==> config.mk <==
export PLATFORM = sky130hd
export DESIGN_NAME = prio_rr_encoder
export DESIGN_NICKNAME = d
export VERILOG_FILES = /design/src/rtl/prio_rr_encoder.sv
export SDC_FILE = /design/constraint.sdc
export NUM_CORES = 1
export LEC_CHECK = 0
export BUFFER_PORTS_ARGS = -buffer_cell sky130_fd_sc_hd__buf_4
export CAP_MARGIN = 30
export CORE_UTILIZATION = 40
export DETAILED_ROUTE_END_ITERATION = 7
export PLACE_DENSITY_LB_ADDON = 0.3
export SLEW_MARGIN = 20
export SYNTH_ARGS = -nofsm -noshare
export SYNTH_HDL_FRONTEND = slang
export SYNTH_SLANG_ARGS = --single-unit
==> constraint.sdc <==
create_clock -name clk -period 2.59 [get_ports clk]
set_input_delay 0.1295 -clock clk [delete_from_list [all_inputs] [get_ports clk]]
set_output_delay 0.1295 -clock clk [all_outputs]
set_load 0.03 [all_outputs]
==> src/rtl/prio_rr_encoder.sv <==
// N-input priority encoder with a registered valid/ready output and a runtime fixed/round-robin mode.
// Optional one-hot grant output enabled by defining PRIO_RR_ONEHOT_EN.
module prio_rr_encoder #(
    parameter  int N = 8,
    localparam int W = $clog2(N)
) (
    input  logic         clk,
    input  logic         rst,
    input  logic [N-1:0] req,
    input  logic         mode,
    input  logic         out_ready,
`ifdef PRIO_RR_ONEHOT_EN
    output logic [N-1:0] grant_oh,
`endif
    output logic         out_valid,
    output logic [W-1:0] code
);

    localparam int             DW      = $clog2(2 * N);
    localparam logic [W-1:0]   PTR_TOP = W'(N - 1);
    localparam logic [DW-1:0]  N_DW    = DW'(N);

    logic [W-1:0]     r_ptr;
    logic [W-1:0]     r_code;
    logic             r_valid;

    logic             w_any;
    logic             w_cap;
    logic [W-1:0]     w_ptr_eff;
    logic [2*N-1:0]   w_double;
    logic [2*N-1:0]   w_window;
    logic [DW-1:0]    w_hit;
    logic [W-1:0]     w_winner;
    logic [W-1:0]     w_ptr_next;

    assign w_any    = |req;
    assign w_cap    = w_any && (!r_valid || out_ready);
    assign w_double = {req, req};

    // Fixed priority is round-robin with the pointer pinned at the top index.
    assign w_ptr_eff = mode ? r_ptr : PTR_TOP;

    // The window (ptr, ptr+N] of the doubled vector holds each request bit once,
    // ordered so that its highest set bit is the first hit of the wrapped downward scan.
    always_comb begin
        // NOTE: every combinational output gets a default first so no path leaves it unassigned (no latch).
        w_window = '0;
        for (int i = 0; i < 2 * N; i++) begin
            if (i > int'(w_ptr_eff) && i <= int'(w_ptr_eff) + N) begin
                w_window[i] = w_double[i];
            end
        end
    end

    always_comb begin
        w_hit = '0;
        for (int i = 0; i < 2 * N; i++) begin
            if (w_window[i]) begin
                w_hit = DW'(i);
            end
        end
    end

    always_comb begin
        w_winner = '0;
        if (w_hit >= N_DW) begin
            w_winner = W'(w_hit - N_DW);
        end else begin
            w_winner = W'(w_hit);
        end
    end

    // The granted source drops to lowest priority for the next round-robin grant.
    assign w_ptr_next = (w_winner == '0) ? PTR_TOP : (w_winner - W'(1));

    always_ff @(posedge clk) begin
        // NOTE: sequential state uses non-blocking assignments so all registers update from pre-edge values.
        if (rst) begin
            r_valid <= 1'b0;
            r_code  <= '0;
            r_ptr   <= PTR_TOP;
        end else if (w_cap) begin
            r_valid <= 1'b1;
            r_code  <= w_winner;
            if (mode) begin
                r_ptr <= w_ptr_next;
            end
        end else if (r_valid && out_ready) begin
            r_valid <= 1'b0;
        end
    end

    assign out_valid = r_valid;
    assign code      = r_code;

`ifdef PRIO_RR_ONEHOT_EN
    logic [N-1:0] r_grant_oh;

    always_ff @(posedge clk) begin
        if (rst) begin
            r_grant_oh <= '0;
        end else if (w_cap) begin
            r_grant_oh <= N'(1) << w_winner;
        end else if (r_valid && out_ready) begin
            r_grant_oh <= '0;
        end
    end

    assign grant_oh = r_grant_oh;
`endif

endmodule

## After elaboration in Yosys (flattened, before gate mapping)

Cells that the tools add are included.

| operators by class | value |
|---|---|
| muxes and demuxes | 35 |
| order comparisons | 23 |
| add/subtract/negate cells | 3 |
| reduce and logical (&&, ||, !) cells | 15 |

Operators with widths:

| operator | count |
|---|---|
| less-or-equal comparator 5 x 32 -> 1 bit (first input constant) | 7 |
| less-or-equal comparator 4 x 32 -> 1 bit (first input constant) | 4 |
| less-or-equal comparator 3 x 32 -> 1 bit (first input constant) | 2 |
| two-way mux 4 bit | 14 |
| less-or-equal comparator 2 x 32 -> 1 bit (first input constant) | 1 |
| two-way mux 1 bit | 18 |
| > comparator 3 bit (first input constant) | 4 |
| logical AND 1 bit | 9 |
| two-way mux 3 bit | 3 |
| OR reduction 8 bit | 1 |
| > comparator 2 x 3 -> 1 bit (first input constant) | 2 |
| subtractor 3 x 1 -> 3 bit (second input constant) | 2 |
| adder 3 x 4 -> 5 bit (second input constant) | 1 |
| less-or-equal comparator 4 x 5 -> 1 bit (first input constant) | 1 |
| >= comparator 4 bit (second input constant) | 1 |
| > comparator 1 x 3 -> 1 bit (first input constant) | 1 |
| logical NOT 3 bit | 1 |
| AND reduction 2 bit | 1 |
| nonzero test 2 bit | 1 |
| logical NOT 1 bit | 1 |
| logical OR 1 bit | 1 |

| word-level totals | value |
|---|---|
| input port bits | 12 |
| register bits | 7 |
| output and inout bits | 4 |
| word-level logic and storage cells | 79 |

## Longest topological paths before layout

Gate-level depths: netlist of run 1.

| depth | value |
|---|---|
| depth in word-level cells | 24 |
| gate-level depth with buffers | 10 |
| gate-level depth less buffers | 9 |

## Worst setup path before layout of run 1

OpenSTA, ideal clock, no wires.

| timing path | value |
|---|---|
| path type | register to register |
| start | register r_ptr[2] |
| end | register r_ptr[0] |
| path buffers | 0 |
| required time | 2465 ps |
| stages on the path, launching flop included | 8 |
| slack | 210 ps |
| arrival | 2255 ps |
| library setup time | 125 ps |
| clock period less this slack | 2380 ps |
| cell sequence | dfxtp_1 > or4b_4 > a21oi_2 > or3b_1 > and2_1 > ha_1 > ha_1 > o41a_1 |

| on the way | value |
|---|---|
| longest elaborated chain between the ends | 24 |
| elaborated cells on any way between the ends | 67 |
| those cells by class | add/sub: 3; order compare: 23; mux: 33; reduce/logical: 8 |

Ends and longest elaborated chain:

| item | RTL line | RTL |
|---|---|---|
| start: declaration | 23 | `logic [W-1:0] r_ptr;` |
| start signal: assignment | 86 | `r_ptr <= w_ptr_next;` |
| two-way mux 3 bit * | 41 | `assign w_ptr_eff = mode ? r_ptr : PTR_TOP;` |
| adder 3 x 4 -> 5 bit | 49 | `if (i > int'(w_ptr_eff) && i <= int'(w_ptr_eff) + N) begin` |
| less-or-equal comparator 2 x 32 -> 1 bit | 49 |  |
| logical AND 1 bit | 49 |  |
| two-way mux 1 bit | 49 |  |
| two-way mux 1 bit | 58 | `if (w_window[i]) begin` |
| two-way mux 4 bit (13 in series) | 58 |  |
| two-way mux 4 bit * | 58 |  |
| >= comparator 4 bit / subtractor 3 x 1 -> 3 bit (equally long branches) | 66, 67 |  |
| two-way mux 3 bit * | 66 | `if (w_hit >= N_DW) begin` |
| subtractor 3 x 1 -> 3 bit / logical NOT 3 bit (equally long branches) | 74 | `assign w_ptr_next = (w_winner == '0) ? PTR_TOP : (w_winner - W'(1));` |
| two-way mux 3 bit * | 74 |  |

Mark *: on every way between the ends. The rest lies on a longest branch, timed or not.
A chain may end at the register's enable or synchronous reset.

## Worst setup path after layout of run 1

| timing path | value |
|---|---|
| start | register r_ptr[0] |
| end | register r_ptr[0] |

Same word-level chain as after synthesis.

==> results of run 1 <==
timing repair:
action / CTS / global route
resized for setup: 0 / 2
setup buffers: 0 / 0
setup endpoints to repair: 0 / 2
worst reg2reg max path: cells and delay by family (launching register included):
kind                       cells  cell delay (ns)
AOI/OAI and AO/OA              2             0.58
adders and majority gates      2             0.38
and+or+nand+nor                3             1.08
DFF                            1             0.34
how the worst max path moves through the flow:
stage              from        to  slack (ns)
6_report       r_ptr[0]  r_ptr[0]        0.08
3_5_place_dp   r_ptr[0]  r_ptr[0]        0.11
2_1_floorplan  r_ptr[2]  r_ptr[0]        0.21
5_1_grt        r_ptr[0]  r_ptr[0]        0.02
3_3_place_gp   r_ptr[0]  r_ptr[0]        0.17
4_1_cts        r_ptr[0]  r_ptr[0]        0.05
metrics by stage:
stage	cells	utilization, %	hold WS [ns]	cell area (um2)
floorplan	90	-	0.343	669
global placement	119	52.3	0.370	806
detailed placement	119	52.3	0.368	806
CTS	123	54.0	0.107	832
global route	123	54.4	0.106	838
finish	123	54.4	0.116	838
cells in the mapped netlist, types with 2 or more instances:
| cell | number | share of area [%] |
|---|---|---|
| nor2_1 | 13 | 7.3 |
| clkbuf_1 | 2 | 1.1 |
| a311oi_1 | 2 | 2.6 |
| dfxtp_1 | 7 | 21 |
| o21ai_0 | 5 | 3.7 |
| a211o_1 | 2 | 2.6 |
| inv_1 | 4 | 2.2 |
| a32oi_1 | 2 | 2.6 |
| a21oi_1 | 5 | 3.7 |
| nand4b_1 | 2 | 2.6 |
| nand2b_1 | 3 | 2.8 |
| nor2b_1 | 3 | 2.8 |
| ha_1 | 2 | 3.7 |
| a211oi_1 | 2 | 2.2 |
| buf_2 | 3 | 2.2 |
| o211ai_1 | 3 | 3.4 |
| nand2_1 | 6 | 3.4 |
| a2bb2oi_1 | 2 | 2.6 |
| nand3_1 | 2 | 1.5 |
area by class of cell:
cell class / instances / area [um2] / area share, %
flip-flops and latches: 7 / 140 / 16.7
multi-input cells: 73 / 494 / 59.0
clock buffers: 4 / 26.3 / 3.13
inverters: 4 / 15.0 / 1.79
well taps: 16 / 20.0 / 2.39
repair buffers: 19 / 143 / 17.0
flip-flops by register name (all words and copies together), names as in the netlist:
| register | flops |
|---|---|
| r_ptr | 3 |
| out_valid | 1 |
| code | 3 |
metal layers:
metal / GRT usage (%) / part of all wire (%) / up-vias
li1: - / - / 372
met4: 1.88 / 0 / 0
met5: 0 / 0 / -
met1: 26.1 / 47 / 355
met2: 29.7 / 47 / 26
met3: 5.53 / 6.3 / 0
where the power goes:
group	internal (W)	leakage [nW]	switching [W]
clock	0.0000586	0.0150	0.0000374
sequential	0.000119	0.0585	0.00000693
combinational	0.0000642	0.280	0.0000835
total	0.000241	0.353	0.000128
logic make-up (layout without fill, tap and decap cells):
family | after synthesis | count (layout) | synth area share [%]
AOI/OAI and AO/OA | 34 | 34 | 39.4
adders and majority gates | 2 | 2 | 3.74
buffers and inverters | 10 | 27 | 6.17
DFF | 7 | 7 | 20.9
and+or+nand+nor | 37 | 37 | 29.7
==> qor.csv, run 1 <==
stage,metric,value,unit
min_path,Hold Path End,code[1],
floorplan,Die ar.,1840,um2
sta,clock skew,0.00210,ns
detailed_routing,post-route ant nets,0,
detailed_routing,Initial DRT Pass Iterations,4,
global_route,largest net degree at the start of global routing,16,
clock_network,CTS buffer count,3,
logic_synthesis,Ys Warns,0,
detailed_routing,1st-iter DRT viols,36,
layout,"commonest non-fill, non-tap cell in the layout",buf_4,
logic_synthesis,Yosys reg bits,7,
worst_setup_path,Critical Path Stages,7,
layout,number of antenna diodes,0,
placed_design,Port Buffers,15,
worst_setup_path,CP most frequent cell,ha_1,
floorplan,IO Pins,16,
placed_design,global placement routability congestion,0.894,
detailed_routing,Vias,753,
min_path,hold crit path type,in -> reg,
clock_network,CTS tree,yes,
layout,Area growth syn-to-layout,25.2,%
power_and_ir_drop,Power Total,0.000369,W
worst_setup_path,Worst R2R Start,r_ptr[0],
power_and_ir_drop,Leak,0.353,nW
logic_synthesis,"Net Count, Synth",104,
logic_synthesis,Yosys cell types,39,
worst_setup_path,R2R setup slack,0.08,ns
placed_design,post-place setup slack,0.105,ns
clock_network,Skew-Pair Late Insertion Delay,0.25,ns
global_route,total grt overflow,0,
global_route,antenna violations before repair,0,
sta,Final Hold Viols,0,
layout,most frequent cells in the layout,"buf_4, nor2_1, dfxtp_1, nand2_1",
detailed_routing,DR vias/cell,6.12,
min_path,Hold Path Depth,2,
layout,final net count,122,
power_and_ir_drop,Max IR drop VDD,363,uV
logic_synthesis,dominant synthesized flop cell,dfxtp_1,
clock_network,Clock Path Buffers,2,
detailed_routing,WL final,1.74,mm
sta,worst slew pin tran,0.621,ns
sta,"Slew Viols, Final",0,
worst_setup_path,Crit path arrival time,2.63,ns
clock_network,# hold bufs at CTS,0,
worst_setup_path,worst-path fanout max,5,
worst_setup_path,Reg2Reg Depth,7,
logic_synthesis,Syn Area/Cell,7.44,um2
run,max cap viols,0,
sta,Slew HR,58.6,%
layout,FILL cells,141,
global_route,number of global-route vias before repair,627,
sta,unrepaired setup endpoints after global routing,false,
worst_setup_path,CP endpoint kind,flop,
clock_network,Root Buffer,clkbuf_4,
floorplan,Core ar.,1540,um2
placed_design,DP HPWL,1.24,mm
logic_synthesis,Mapped Cells,90,
floorplan,initial core utilization,43.4,%
layout,layout cell share with drive strength beyond 1,27.1,%
clock_network,Clock transition at path regs,0.05,ns
floorplan,Die Y,42.9,um
sta,Final Cycle Share,96.7,%
sta,post-route setup slack,0.0843,ns
power_and_ir_drop,Power Density,440,nW/um2
detailed_routing,Remaining DRCs,0,
sta,post-layout min period,2.51,ns
worst_setup_path,Critical Path Start Type,flop,
logic_synthesis,ys async rst share,0,%
clock_network,Sink Count,7,
status,status,"finished, final reports clean",
worst_setup_path,Slowest Stage Delay on Critical Path,0.53,ns
global_route,total track usage,18.8,%
worst_setup_path,Buffers & Inverters on Critical Path,0,
logic_synthesis,Post-synth EDFFs,0,
worst_setup_path,Crit Path Category,reg -> reg,
detailed_routing,DR WL/cell,14.2,um
floorplan,# rows,14,
clock_network,H-Tree Depth,1,
sta,max frequency,399,MHz
floorplan,die width,42.9,um
worst_setup_path,crit path cell chain,or4b_4 > a21oi_2 > or3b_1 > and2_1 > ha_1 > ha_1 > o41a_1,
worst_setup_path,gate family responsible for the most delay along the worst path,simple AND/OR/NAND/NOR gates,
global_route,global-route wire length before repair,2.71,mm
sta,Final Setup Violations,0,
worst_setup_path,CP max-delay cell,or4b_4,
logic_synthesis,Post-Syn Area,669,um2
logic_synthesis,post-synthesis sequential area ratio,20.9,%
worst_setup_path,data required time of the critical path,2.72,ns
sta,Fin Setup TNS,0,ns
worst_setup_path,RR Endpoint,r_ptr[0],
min_path,HP Start,rst,
(Power assumes the default switching activity.)
==> run 2: changes to the inputs <==
--- a/config.mk
+++ b/config.mk
@@ -9,2 +9,3 @@
 export CAP_MARGIN = 30
+export CORE_MARGIN = 2
 export CORE_UTILIZATION = 40
==> constraint.sdc (replaced) <==
create_clock -name clk -period 2.59 [get_ports clk]
set_input_delay 0 -clock clk [delete_from_list [all_inputs] [get_ports clk]]
set_output_delay 0 -clock clk [all_outputs]
set_load 0.03 [all_outputs]
==> run 2 against run 1 <==
  * Combinational power hardly changed
  * Worst hold slack worse by 0.040 ns
  * Total power is 0.84% higher
  * Sequential cell count stayed put
  * Count of clock-buffer cells in the layout stayed put
  * First-iteration DRC count is 25% lower
  * Setup slack worse by 0.0054 ns
  * Cell count is 1.6% higher
  * Die area is 9.5% higher
  * Design area is 1.3% higher
  * Critical path type unchanged
==> qor.csv, run 2 (synthesis results as in run 1) <==
stage,metric,value,unit,change
status,status,"finished, final reports clean",,
global_route,antenna violations before repair,0,,unchanged
floorplan,initial core utilization,43.4,%,unchanged
layout,"commonest non-fill, non-tap cell in the layout",buf_4,,
placed_design,global placement routability congestion,0.842,,-5.8%
detailed_routing,1st-iter DRT viols,27,,-25%
layout,most frequent cells in the layout,"buf_4, nor2_1, dfxtp_1, nand2_1",,
floorplan,die width,44.9,um,+4.7%
worst_setup_path,RR Endpoint,r_ptr[0],,
floorplan,IO Pins,16,,unchanged
placed_design,DP HPWL,1.30,mm,+4.5%
sta,post-layout min period,2.51,ns,+0.00541 ns
layout,number of antenna diodes,0,,unchanged
clock_network,Clock Path Buffers,2,,unchanged
floorplan,Die Y,44.9,um,+4.7%
sta,clock skew,0.00219,ns,+0.0000879 ns
floorplan,Core ar.,1540,um2,unchanged
detailed_routing,Vias,752,,-0.13%
worst_setup_path,worst-path fanout max,4,,-1
power_and_ir_drop,Max IR drop VDD,300,uV,-17%
sta,worst slew pin tran,0.613,ns,-0.00843 ns
power_and_ir_drop,Reg power frac,33.7,%,-0.3 points
detailed_routing,post-route ant nets,0,,unchanged
sta,Slew HR,59.2,%,+0.56 points
worst_setup_path,data required time of the critical path,2.72,ns,about the same
sta,Final Setup Violations,0,,unchanged
sta,Hold Slack,0.0753,ns,-0.0402 ns
detailed_routing,DR WL/cell,13.6,um,-3.9%
sta,Final Cycle Share,97.0,%,+0.21 points
layout,layout cell share with drive strength beyond 1,26.6,%,-0.50 points
layout,area occupied by multi-input gates,488,um2,-1.3%
clock_network,Sink Count,7,,unchanged
global_route,number of global-route vias before repair,646,,+3.0%
worst_setup_path,R2R setup slack,0.08,ns,about the same
global_route,largest net degree at the start of global routing,17,,+1
worst_setup_path,crit path launch,r_ptr[0],,
global_route,total track usage,18.3,%,-0.55 points
worst_setup_path,Critical Path Sink,r_ptr[0],,
placed_design,DP Area,813,um2,+0.93%
clock_network,Skew-Pair Late Insertion Delay,0.25,ns,about the same
detailed_routing,DR vias/cell,6.02,,-1.7%
detailed_routing,WL final,1.70,mm,-2.4%
sta,unrepaired setup endpoints after global routing,false,,
global_route,global-route wire length before repair,2.75,mm,+1.5%
clock_network,Root Buffer,clkbuf_4,,
power_and_ir_drop,Leak,0.361,nW,+2.1%
layout,post-route cell area,850,um2,+1.3%
global_route,total grt overflow,0,,unchanged
clock_network,Clock transition at path regs,0.05,ns,about the same
detailed_routing,Remaining DRCs,0,,unchanged
clock_network,CTS tree,yes,,
floorplan,Die ar.,2020,um2,+9.5%
layout,FF+latch area,140,um2,unchanged
power_and_ir_drop,Power Density,438,nW/um2,-0.49%
floorplan,# rows,14,,unchanged
worst_setup_path,Critical Path Start Type,flop,,
worst_setup_path,Reg2Reg Depth,8,,+1
sta,Fin Setup TNS,0,ns,unchanged
layout,Area growth syn-to-layout,26.9,%,
worst_setup_path,CP endpoint kind,flop,,
sta,Final Hold Viols,0,,unchanged
placed_design,Cells after DPL,120,,+0.84%
layout,post-route insts no fill,125,,+1.6%
min_path,hold crit path type,in -> reg,,
sta,max frequency,398,MHz,-0.22%
layout,final net count,124,,+1.6%
min_path,Hold Path Depth,4,,+2
clock_network,CTS buffer count,3,,unchanged
sta,"Slew Viols, Final",0,,unchanged
power_and_ir_drop,clock share of power,25.8,%,-0.2 points
placed_design,Port Buffers,15,,unchanged
power_and_ir_drop,combinational share of power,40.5,%,+0.5 points
worst_setup_path,Crit path arrival time,2.64,ns,about the same
detailed_routing,Initial DRT Pass Iterations,4,,unchanged
clock_network,H-Tree Depth,1,,unchanged
worst_setup_path,Worst R2R Start,r_ptr[0],,
power_and_ir_drop,Int Pwr,0.000245,W,+1.6%
power_and_ir_drop,switching power total,0.000127,W,-0.57%
layout,FILL cells,151,,+7.1%
worst_setup_path,Crit Path Category,reg -> reg,,
power_and_ir_drop,switching part of the total,34.1,%,-0.49 points
run,max cap viols,0,,unchanged
## run 2: cell count changes in the layout (fill, tap and decap cells not counted), sizes merged
cell / change
dlygate4sd3: +1
buf: +1
## run 2: worst min path at each step
stage,startpoint,end,slack [ns]
2_1_floorplan,req[4],out_valid,0.21
3_3_place_gp,rst,code[1],0.24
3_5_place_dp,rst,code[1],0.24
4_1_cts,out_ready,out_valid,0.07
5_1_grt,out_ready,out_valid,0.08
6_report,out_ready,out_valid,0.08
## run 2: area by class of cell
cell class | count | area share, %
sequential | 7 | 16.5
inverter | 4 | 1.77
multi-input combinational | 73 | 57.4
clock buffer | 4 | 3.09
tap | 16 | 2.36
timing repair buffer | 21 | 18.9
## run 2: through the flow
step,worst slack (ns),util [%],power [W]
finish,0.0788,55.1,0.000372
global route,0.0110,55.1,0.000400
CTS,0.0899,55.1,0.000379
detailed placement,0.104,52.8,0.000276
global placement,0.157,52.8,0.000273
floorplan,0.210,-,0.000222
## run 2: worst max-delay path: stages (launching register included)
cell and delay (ns):
dfxtp_1 0.34, nand2b_1 0.15, a2111oi_0 0.39, a21boi_0 0.16, or3b_1 0.41, and2_1 0.16, ha_1 0.21, ha_1 0.18
o41a_1 0.40
## run 2: timing repair
action	4_1_cts	5_1_grt
hold buffers	1	0
buffers inserted	0	0
endpoints found under the setup margin	0	0
resized for setup	0	0
endpoints found under the hold margin	4	0
## run 2: per-layer routing
metal  vias up  GRT usage, %  share of wire [%]
li1        379             -                  -
met1       342          23.5                 47
met2        31          31.0                 48
met3         0          6.00                5.6
met4         0          1.76                  0
met5         -             0                  0
## run 2: power by group through the flow
| stage | Combinational, W | Sequential (W) | Clock (W) |
|---|---|---|---|
| 5_1_grt | 0.000165 | 0.000126 | 0.000109 |
| 3_5_place_dp | 0.000149 | 0.000127 | 0 |
| 4_1_cts | 0.000150 | 0.000125 | 0.000104 |
| 2_1_floorplan | 0.0000836 | 0.000138 | 0 |
| 6_report | 0.000151 | 0.000125 | 0.0000961 |
| 3_3_place_gp | 0.000146 | 0.000127 | 0 |
